### config.mk
export PLATFORM = sky130hd
export DESIGN_NAME = wb_arbiter
export DESIGN_NICKNAME = d
export VERILOG_FILES = /design/src/rtl/wb_arbiter.sv
export SDC_FILE = /design/constraint.sdc
export NUM_CORES = 1
export LEC_CHECK = 0
export CAP_MARGIN = 20
export CORE_MARGIN = 5
export CORE_UTILIZATION = 44
export CTS_CLUSTER_SIZE = 25
export DETAILED_ROUTE_END_ITERATION = 8
export GPL_TIMING_DRIVEN = 0
export PLACE_DENSITY = 0.8
export SLEW_MARGIN = 10
export SYNTH_ARGS = -nofsm -noshare
export SYNTH_HDL_FRONTEND = slang
export SYNTH_SLANG_ARGS = --single-unit
export TNS_END_PERCENT = 20
### constraint.sdc
create_clock -name clk_i -period 3.09 [get_ports clk_i]
set_clock_uncertainty 0.1 [all_clocks]
set_input_delay 0.927 -clock clk_i [delete_from_list [all_inputs] [get_ports clk_i]]
set_output_delay 0.927 -clock clk_i [all_outputs]
set_load 0.01 [all_outputs]
### src/rtl/wb_arbiter.sv
// +--------------------------------------------------------------------------+
// | Module : wb_arbiter                                                      |
// | Merges ALU and LSU results onto the regfile write port, formats loads.   |
// | Rev    : 1.0  initial release                                            |
// +--------------------------------------------------------------------------+
`default_nettype none

module wb_arbiter #(
   parameter int STARVE_MAX = 4,
   parameter int XLEN       = 32
) (
   input  logic            clk_i,
   input  logic            rst_i,
   input  logic            alu_valid_i,
   output logic            alu_ready_o,
   input  logic [4:0]      alu_rd_i,
   input  logic [XLEN-1:0] alu_data_i,
   input  logic            lsu_valid_i,
   output logic            lsu_ready_o,
   input  logic [4:0]      lsu_rd_i,
   input  logic [2:0]      lsu_funct3_i,
   input  logic [1:0]      lsu_addr_lo_i,
   input  logic [XLEN-1:0] lsu_data_i,
   output logic            rd_we_o,
   output logic [4:0]      rd_addr_o,
   output logic [XLEN-1:0] rd_data_o,
   output logic            lsu_err_o,
   output logic [31:0]     wb_count_o
);

   localparam int                 c_CNT_W      = $clog2(STARVE_MAX + 1);
   localparam logic [c_CNT_W-1:0] c_STARVE_MAX = c_CNT_W'(STARVE_MAX);
   localparam logic [2:0]         c_F3_LB      = 3'b000;
   localparam logic [2:0]         c_F3_LH      = 3'b001;
   localparam logic [2:0]         c_F3_LW      = 3'b010;
   localparam logic [2:0]         c_F3_LBU     = 3'b100;
   localparam logic [2:0]         c_F3_LHU     = 3'b101;

   logic [c_CNT_W-1:0] r_starve;
   logic               r_rd_we;
   logic [4:0]         r_rd_addr;
   logic [XLEN-1:0]    r_rd_data;
   logic               r_lsu_err;
   logic [31:0]        r_wb_count;

   logic               w_force;
   logic               w_alu_fire;
   logic               w_lsu_fire;
   logic [7:0]         w_byte;
   logic [15:0]        w_half;
   logic [XLEN-1:0]    w_load_data;
   logic               w_illegal;
   logic               w_wr_valid;
   logic               w_wr_we;
   logic [4:0]         w_wr_rd;
   logic [XLEN-1:0]    w_wr_data;

   // A saturated starvation counter overrides the default LSU priority for one cycle.
   assign w_force     = (r_starve == c_STARVE_MAX);
   assign lsu_ready_o = ~w_force;
   assign alu_ready_o = ~lsu_valid_i | w_force;
   assign w_alu_fire  = alu_valid_i & alu_ready_o;
   assign w_lsu_fire  = lsu_valid_i & lsu_ready_o;

   assign w_byte = lsu_data_i[{lsu_addr_lo_i, 3'b000} +: 8];
   assign w_half = lsu_data_i[{lsu_addr_lo_i[1], 4'b0000} +: 16];

   always_comb begin
      w_load_data = '0;
      w_illegal   = 1'b0;
      case (lsu_funct3_i)
         c_F3_LB:  w_load_data = {{(XLEN-8){w_byte[7]}}, w_byte};
         c_F3_LH:  w_load_data = {{(XLEN-16){w_half[15]}}, w_half};
         c_F3_LW:  w_load_data = lsu_data_i;
         c_F3_LBU: w_load_data = {{(XLEN-8){1'b0}}, w_byte};
         c_F3_LHU: w_load_data = {{(XLEN-16){1'b0}}, w_half};
         default:  w_illegal   = 1'b1;
      endcase
   end

   // Grants are exclusive, so the LSU select is enough to steer the write mux.
   assign w_wr_valid = w_alu_fire | w_lsu_fire;
   assign w_wr_rd    = w_lsu_fire ? lsu_rd_i : alu_rd_i;
   assign w_wr_data  = w_lsu_fire ? w_load_data : alu_data_i;
   assign w_wr_we    = w_wr_valid & (w_wr_rd != 5'd0);

   always_ff @(posedge clk_i) begin
      if (rst_i) begin
         r_starve   <= '0;
         r_rd_we    <= 1'b0;
         r_rd_addr  <= '0;
         r_rd_data  <= '0;
         r_lsu_err  <= 1'b0;
         r_wb_count <= '0;
      end else begin
         r_rd_we   <= w_wr_we;
         r_lsu_err <= w_lsu_fire & w_illegal;
         if (w_wr_valid) begin
            r_rd_addr <= w_wr_rd;
            r_rd_data <= w_wr_data;
         end
         if (w_wr_we) begin
            r_wb_count <= r_wb_count + 32'd1;
         end
         if (!alu_valid_i || w_alu_fire) begin
            r_starve <= '0;
         end else if (r_starve != c_STARVE_MAX) begin
            r_starve <= r_starve + c_CNT_W'(1);
         end
      end
   end

   assign rd_we_o    = r_rd_we;
   assign rd_addr_o  = r_rd_addr;
   assign rd_data_o  = r_rd_data;
   assign lsu_err_o  = r_lsu_err;
   assign wb_count_o = r_wb_count;

endmodule

`default_nettype wire

Word level (Yosys, flattened, before mapping):

Index checks and enable logic that the tools add are counted.

* add/subtract/negate cells: 2
* reduce and logical (&&, ||, !) cells: 6
* divide/modulo/power cells: 0
* order comparisons: 0
* equality and inequality tests: 6
* $mul: 0
* shifts and indexed selects: 2
* multiplexer cells: 4
* bitwise gates (word level): 8

Operator list (number)
* one-hot mux 32 bit (5 select lines): 1
* adder 32 x 1 -> 32 bit (second input constant): 1
* two-way mux 32 bit: 1
* variable part select 32 x 6 -> 16 bit: 1
* variable part select 32 x 6 -> 8 bit: 1
* == test 3 bit (second input constant): 3
* two-way mux 5 bit: 1
* nonzero test 5 bit: 1
* OR reduction 5 bit: 1
* bitwise AND 1 bit: 4
* adder 3 x 1 -> 3 bit (second input constant): 1
* == test 3 x 1 -> 1 bit (second input constant): 1
* == test 3 x 2 -> 1 bit (second input constant): 1
* zero test 3 bit: 1
* != test 3 bit (second input constant): 1
* NOT 1 bit: 2
* bitwise OR 1 bit: 2
* OR reduction 2 bit: 1
* zero test 1 bit: 1
* logical OR 1 bit: 1
* two-way mux 1 bit: 1

* output and inout bits: 73
* bits in latches: 0
* input port bits: 83
* ROM bits: 0
* register bits after elaboration: 74
* memories kept: 0
* word-level logic and storage cells: 34
* bits in writable memories: 0

Depth between registers and ports, before layout:

* depth after elaboration: 6
* depth in mapped cells: 9
* depth with buffers taken out: 8

Least setup slack after synthesis:

No wires, ideal clock.

* path kind: input-to-output
* from: in lsu_valid_i
* to: out alu_ready_o
* path buffers: 2
* stages on the path: 4
* slack: 0.340 ns
* arrival time: 1.723 ns
* data required time: 2.063 ns
* cells stage by stage: a21boi_2 -> clkinv_2 -> clkbuf_1 -> clkbuf_1

* cells in the longest elaborated chain, start to end: 2

RTL lines
* start, declared: line 18 `input logic lsu_valid_i,`
* NOT 1 bit: line 61 `assign alu_ready_o = ~lsu_valid_i | w_force;`
* bitwise OR 1 bit: line 61
* end, declared: line 15 `output logic alu_ready_o,`

No other way between the ends.

Worst setup path in the final report:

Ends and elaborated chain as after synthesis.

==> results <==
==> state kept, by name, summed over array words and instances, names as in the netlist <==
signal      count
lsu_err_o       1
rd_we_o         1
rd_data_o      32
rd_addr_o       5
wb_count_o     32
r_starve        3
==> repair_timing <==
action | in CTS | in global routing
resized for setup | 8 | 3
buffers inserted | 2 | 0
endpoints found under the hold margin | 0 | 0
endpoints found under the setup margin | 1 | 2
==> final timing paths <==
check / from / to / slack, ns / cells past startpoint
setup / recovery: lsu_valid_i / alu_ready_o / 0.05 / 5
hold reg to reg: wb_count_o[31] / wb_count_o[31] / 0.39 / 2
setup reg to reg: r_starve[0] / wb_count_o[31] / 0.59 / 8
hold / removal: wb_count_o[31] / wb_count_o[31] / 0.39 / 2
==> cell families after synthesis <==
kind of cell	Yosys count	synth area share [%]
flops	74	37.4
mux	27	7.45
compound gates	149	26.9
buf+inv	43	4.29
simple gates	157	19.8
xor+xnor	15	3.31
fa+ha+maj	3	0.947
==> synth_stat cells, types with 8 or more instances <==
cell type | number | share of area (%)
sky130_fd_sc_hd__inv_1 | 12 | 1.1
sky130_fd_sc_hd__nand3_1 | 11 | 1.4
sky130_fd_sc_hd__dfxtp_1 | 74 | 37
sky130_fd_sc_hd__nor2_1 | 54 | 5.1
sky130_fd_sc_hd__xnor2_1 | 11 | 2.4
sky130_fd_sc_hd__a221oi_1 | 8 | 1.8
sky130_fd_sc_hd__nand2_1 | 36 | 3.4
sky130_fd_sc_hd__a21o_1 | 19 | 3.6
sky130_fd_sc_hd__o21ai_0 | 35 | 4.4
sky130_fd_sc_hd__mux2i_1 | 19 | 4.8
sky130_fd_sc_hd__clkbuf_1 | 22 | 2.1
sky130_fd_sc_hd__a22oi_1 | 8 | 1.5
sky130_fd_sc_hd__or3_1 | 8 | 1.3
sky130_fd_sc_hd__a211oi_1 | 28 | 5.3
sky130_fd_sc_hd__a21oi_1 | 20 | 2.5
==> worst max-delay path, delay by kind of cell <==
| family | cells | cell delay [ns] |
|---|---|---|
| AOI/OAI and AO/OA | 1 | 0.23 |
| buffers and inverters | 4 | 0.85 |
==> routing by layer <==
metal / share of wire (%) / vias to the layer above / GRT usage, % / wire [um]
li1: - / 2068 / - / -
met1: 40 / 2102 / 30.4 / 5750
met2: 49 / 229 / 43.6 / 6970
met3: 9.0 / 26 / 7.27 / 1280
met4: 2.2 / 0 / 8.13 / 319
met5: 0 / - / 0 / 0
==> area by class of cell <==
cell class	instances	area (um^2)
Multi-Input combinational cell	351	2320
Buffer	29	124
Fill cell	732	2920
Sequential cell	74	1480
Inverter	13	53.8
Clock buffer	10	138
Clock inverter	5	55.1
Tap cell	108	135
Timing Repair Buffer	154	1530
==> power breakdown <==
| group | switching (mW) | leakage (nW) | internal (mW) | total (mW) |
|---|---|---|---|---|
| clock network | 0.382 | 0.0941 | 0.388 | 0.769 |
| logic | 0.207 | 1.34 | 0.236 | 0.443 |
| registers | 0.0265 | 0.605 | 0.993 | 1.02 |
==> impl_metrics.xml <==
<?xml version="1.0" encoding="UTF-8"?>
<metrics>
  <group name="logic_synthesis">
    <metric name="postSynth.asyncResetShare" unit="%">0</metric>
    <metric name="syn_area_per_cell" unit="um^2">8.47</metric>
    <metric name="ys_seq_area_share" unit="%">37.4</metric>
    <metric name="postSynth.topFlopCell" unit="">sky130_fd_sc_hd__dfxtp_1</metric>
    <metric name="post_synth_inst_count" unit="">468</metric>
    <metric name="synth_enable_flop_cells" unit="">0</metric>
    <metric name="ys_types" unit="">58</metric>
    <metric name="mappedNetlistNets" unit="">554</metric>
    <metric name="synth.yosys.warnings" unit="">0</metric>
    <metric name="mappedNetlistArea" unit="um^2">3970</metric>
    <metric name="yosys_register_bits" unit="">74</metric>
  </group>
  <group name="floorplanning">
    <metric name="number_of_placement_rows" unit="">34</metric>
    <metric name="die_h" unit="um">105</metric>
    <metric name="dieWidth" unit="um">105</metric>
    <metric name="die-area" unit="um^2">11000</metric>
    <metric name="core_area" unit="um^2">8760</metric>
    <metric name="start_util" unit="%">45.2</metric>
    <metric name="ioPinCount" unit="">156</metric>
  </group>
  <group name="clocking">
    <metric name="holdBufCountCts" unit="">0</metric>
    <metric name="cts.sink_count" unit="">74</metric>
    <metric name="cts_tree" unit="">yes</metric>
    <metric name="clkSlewWorstSetupHoldPaths" unit="ns">0.08</metric>
    <metric name="cts.htree.levels" unit="">3</metric>
    <metric name="clk_latency" unit="ns">0.36</metric>
    <metric name="clock_tree.buffer_depth" unit="">2</metric>
    <metric name="clock_tree.root_cell" unit="">sky130_fd_sc_hd__clkbuf_8</metric>
    <metric name="cts_buf_count" unit="">9</metric>
  </group>
  <group name="grt">
    <metric name="antenna_found_initial" unit="">0</metric>
    <metric name="first_global_vias" unit="">4409</metric>
    <metric name="overall_global_routing_resource_usage" unit="%">25.3</metric>
    <metric name="grt_pass1_wl" unit="um">22900</metric>
    <metric name="pin_count_of_the_biggest_net_entering_global_routing" unit="">15</metric>
    <metric name="gr-total-overflow" unit="">0</metric>
  </group>
  <group name="timing">
    <metric name="max_transition_margin" unit="%">47.0</metric>
    <metric name="setup_violations" unit="">0</metric>
    <metric name="period_share" unit="%">98.3</metric>
    <metric name="setup_ws" unit="ns">0.0537</metric>
    <metric name="max_freq" unit="GHz">0.329</metric>
    <metric name="fin_hold_ws" unit="ns">0.386</metric>
    <metric name="rsz_0062_raised_after_global_routing" unit="">false</metric>
    <metric name="hold_viol" unit="">0</metric>
    <metric name="final_period_minus_worst_setup_slack" unit="ns">3.04</metric>
    <metric name="setup-tns-final" unit="ns">0</metric>
    <metric name="worst_pin_slew" unit="ns">0.795</metric>
    <metric name="slew_violations" unit="">0</metric>
  </group>
  <group name="placed_design">
    <metric name="globalplace.congestion" unit="">0.912</metric>
    <metric name="port_buffers" unit="">152</metric>
    <metric name="placed_cells" unit="">728</metric>
    <metric name="total_half_perimeter_wirelength_after_legalization_and_detailed_placement" unit="um">11100</metric>
    <metric name="place_ws" unit="ns">-1.06</metric>
    <metric name="cell_area_reported_after_detailed_placement" unit="um^2">5620</metric>
  </group>
  <group name="critical_path">
    <metric name="cp_max_delay_cell" unit="">sky130_fd_sc_hd__clkdlybuf4s50_1</metric>
    <metric name="critPathCaptureType" unit="">output pin</metric>
    <metric name="critical_path_peak_fanout" unit="">10</metric>
    <metric name="type_of_the_worst_setup_path" unit="">input port to output pin</metric>
    <metric name="critical_path.max_stage_delay" unit="ns">0.49</metric>
    <metric name="worstPathRequired" unit="ns">2.06</metric>
    <metric name="data_arrival_time_of_the_critical_path" unit="ns">2.01</metric>
    <metric name="cp_cell_sequence" unit="">clkdlybuf4s50_1, a21boi_4, clkinv_4, buf_6, buf_2</metric>
    <metric name="setup.worst_path.start_class" unit="">input port</metric>
  </group>
  <group name="status">
    <metric name="result_of_the_run" unit="">completed</metric>
  </group>
  <group name="layout">
    <metric name="layout.cell_area.non_filler" unit="um^2">5840</metric>
    <metric name="layout.cells.most_common_list" unit="">sky130_fd_sc_hd__clkdlybuf4s50_1, sky130_fd_sc_hd__dfxtp_1, sky130_fd_sc_hd__nor2_1, sky130_fd_sc_hd__nand2_1, sky130_fd_sc_hd__o21ai_0</metric>
    <metric name="layout-area-overhead-vs-synth" unit="%">47.3</metric>
    <metric name="drive_gt1_share" unit="%">8.49</metric>
    <metric name="mostFrequentLayoutCell" unit="">sky130_fd_sc_hd__clkdlybuf4s50_1</metric>
    <metric name="final_net_count" unit="">718</metric>
    <metric name="instances_no_fill" unit="">744</metric>
    <metric name="final_core_util" unit="%">66.6</metric>
    <metric name="antenna_cells_inserted" unit="">0</metric>
  </group>
  <group name="power_and_ir_drop">
    <metric name="cellLeakagePower" unit="nW">2.04</metric>
    <metric name="power.total" unit="mW">2.23</metric>
    <metric name="max-vdd-ir-drop" unit="uV">215</metric>
    <metric name="power_per_cell_area" unit="nW/um^2">382</metric>
  </group>
  <group name="detailed_routing">
    <metric name="route.detailed.drc" unit="">0</metric>
    <metric name="antenna_violating_nets_remaining" unit="">0</metric>
    <metric name="post_drt_wl_per_cell" unit="um">19.2</metric>
    <metric name="vias" unit="">4425</metric>
    <metric name="number_of_optimization_iterations_in_the_first_detailed_route_pass" unit="">5</metric>
    <metric name="detail_route.iter0.violations" unit="">283</metric>
    <metric name="avg_vias_per_cell" unit="">5.95</metric>
    <metric name="routed_wirelength" unit="um">14300</metric>
  </group>
  <group name="job">
    <metric name="max_cap_viol_count" unit="">0</metric>
  </group>
  <group name="min_path">
    <metric name="worstHoldPathType" unit="">flop to flop</metric>
  </group>
</metrics>
Power figures use the tool's default switching activity.
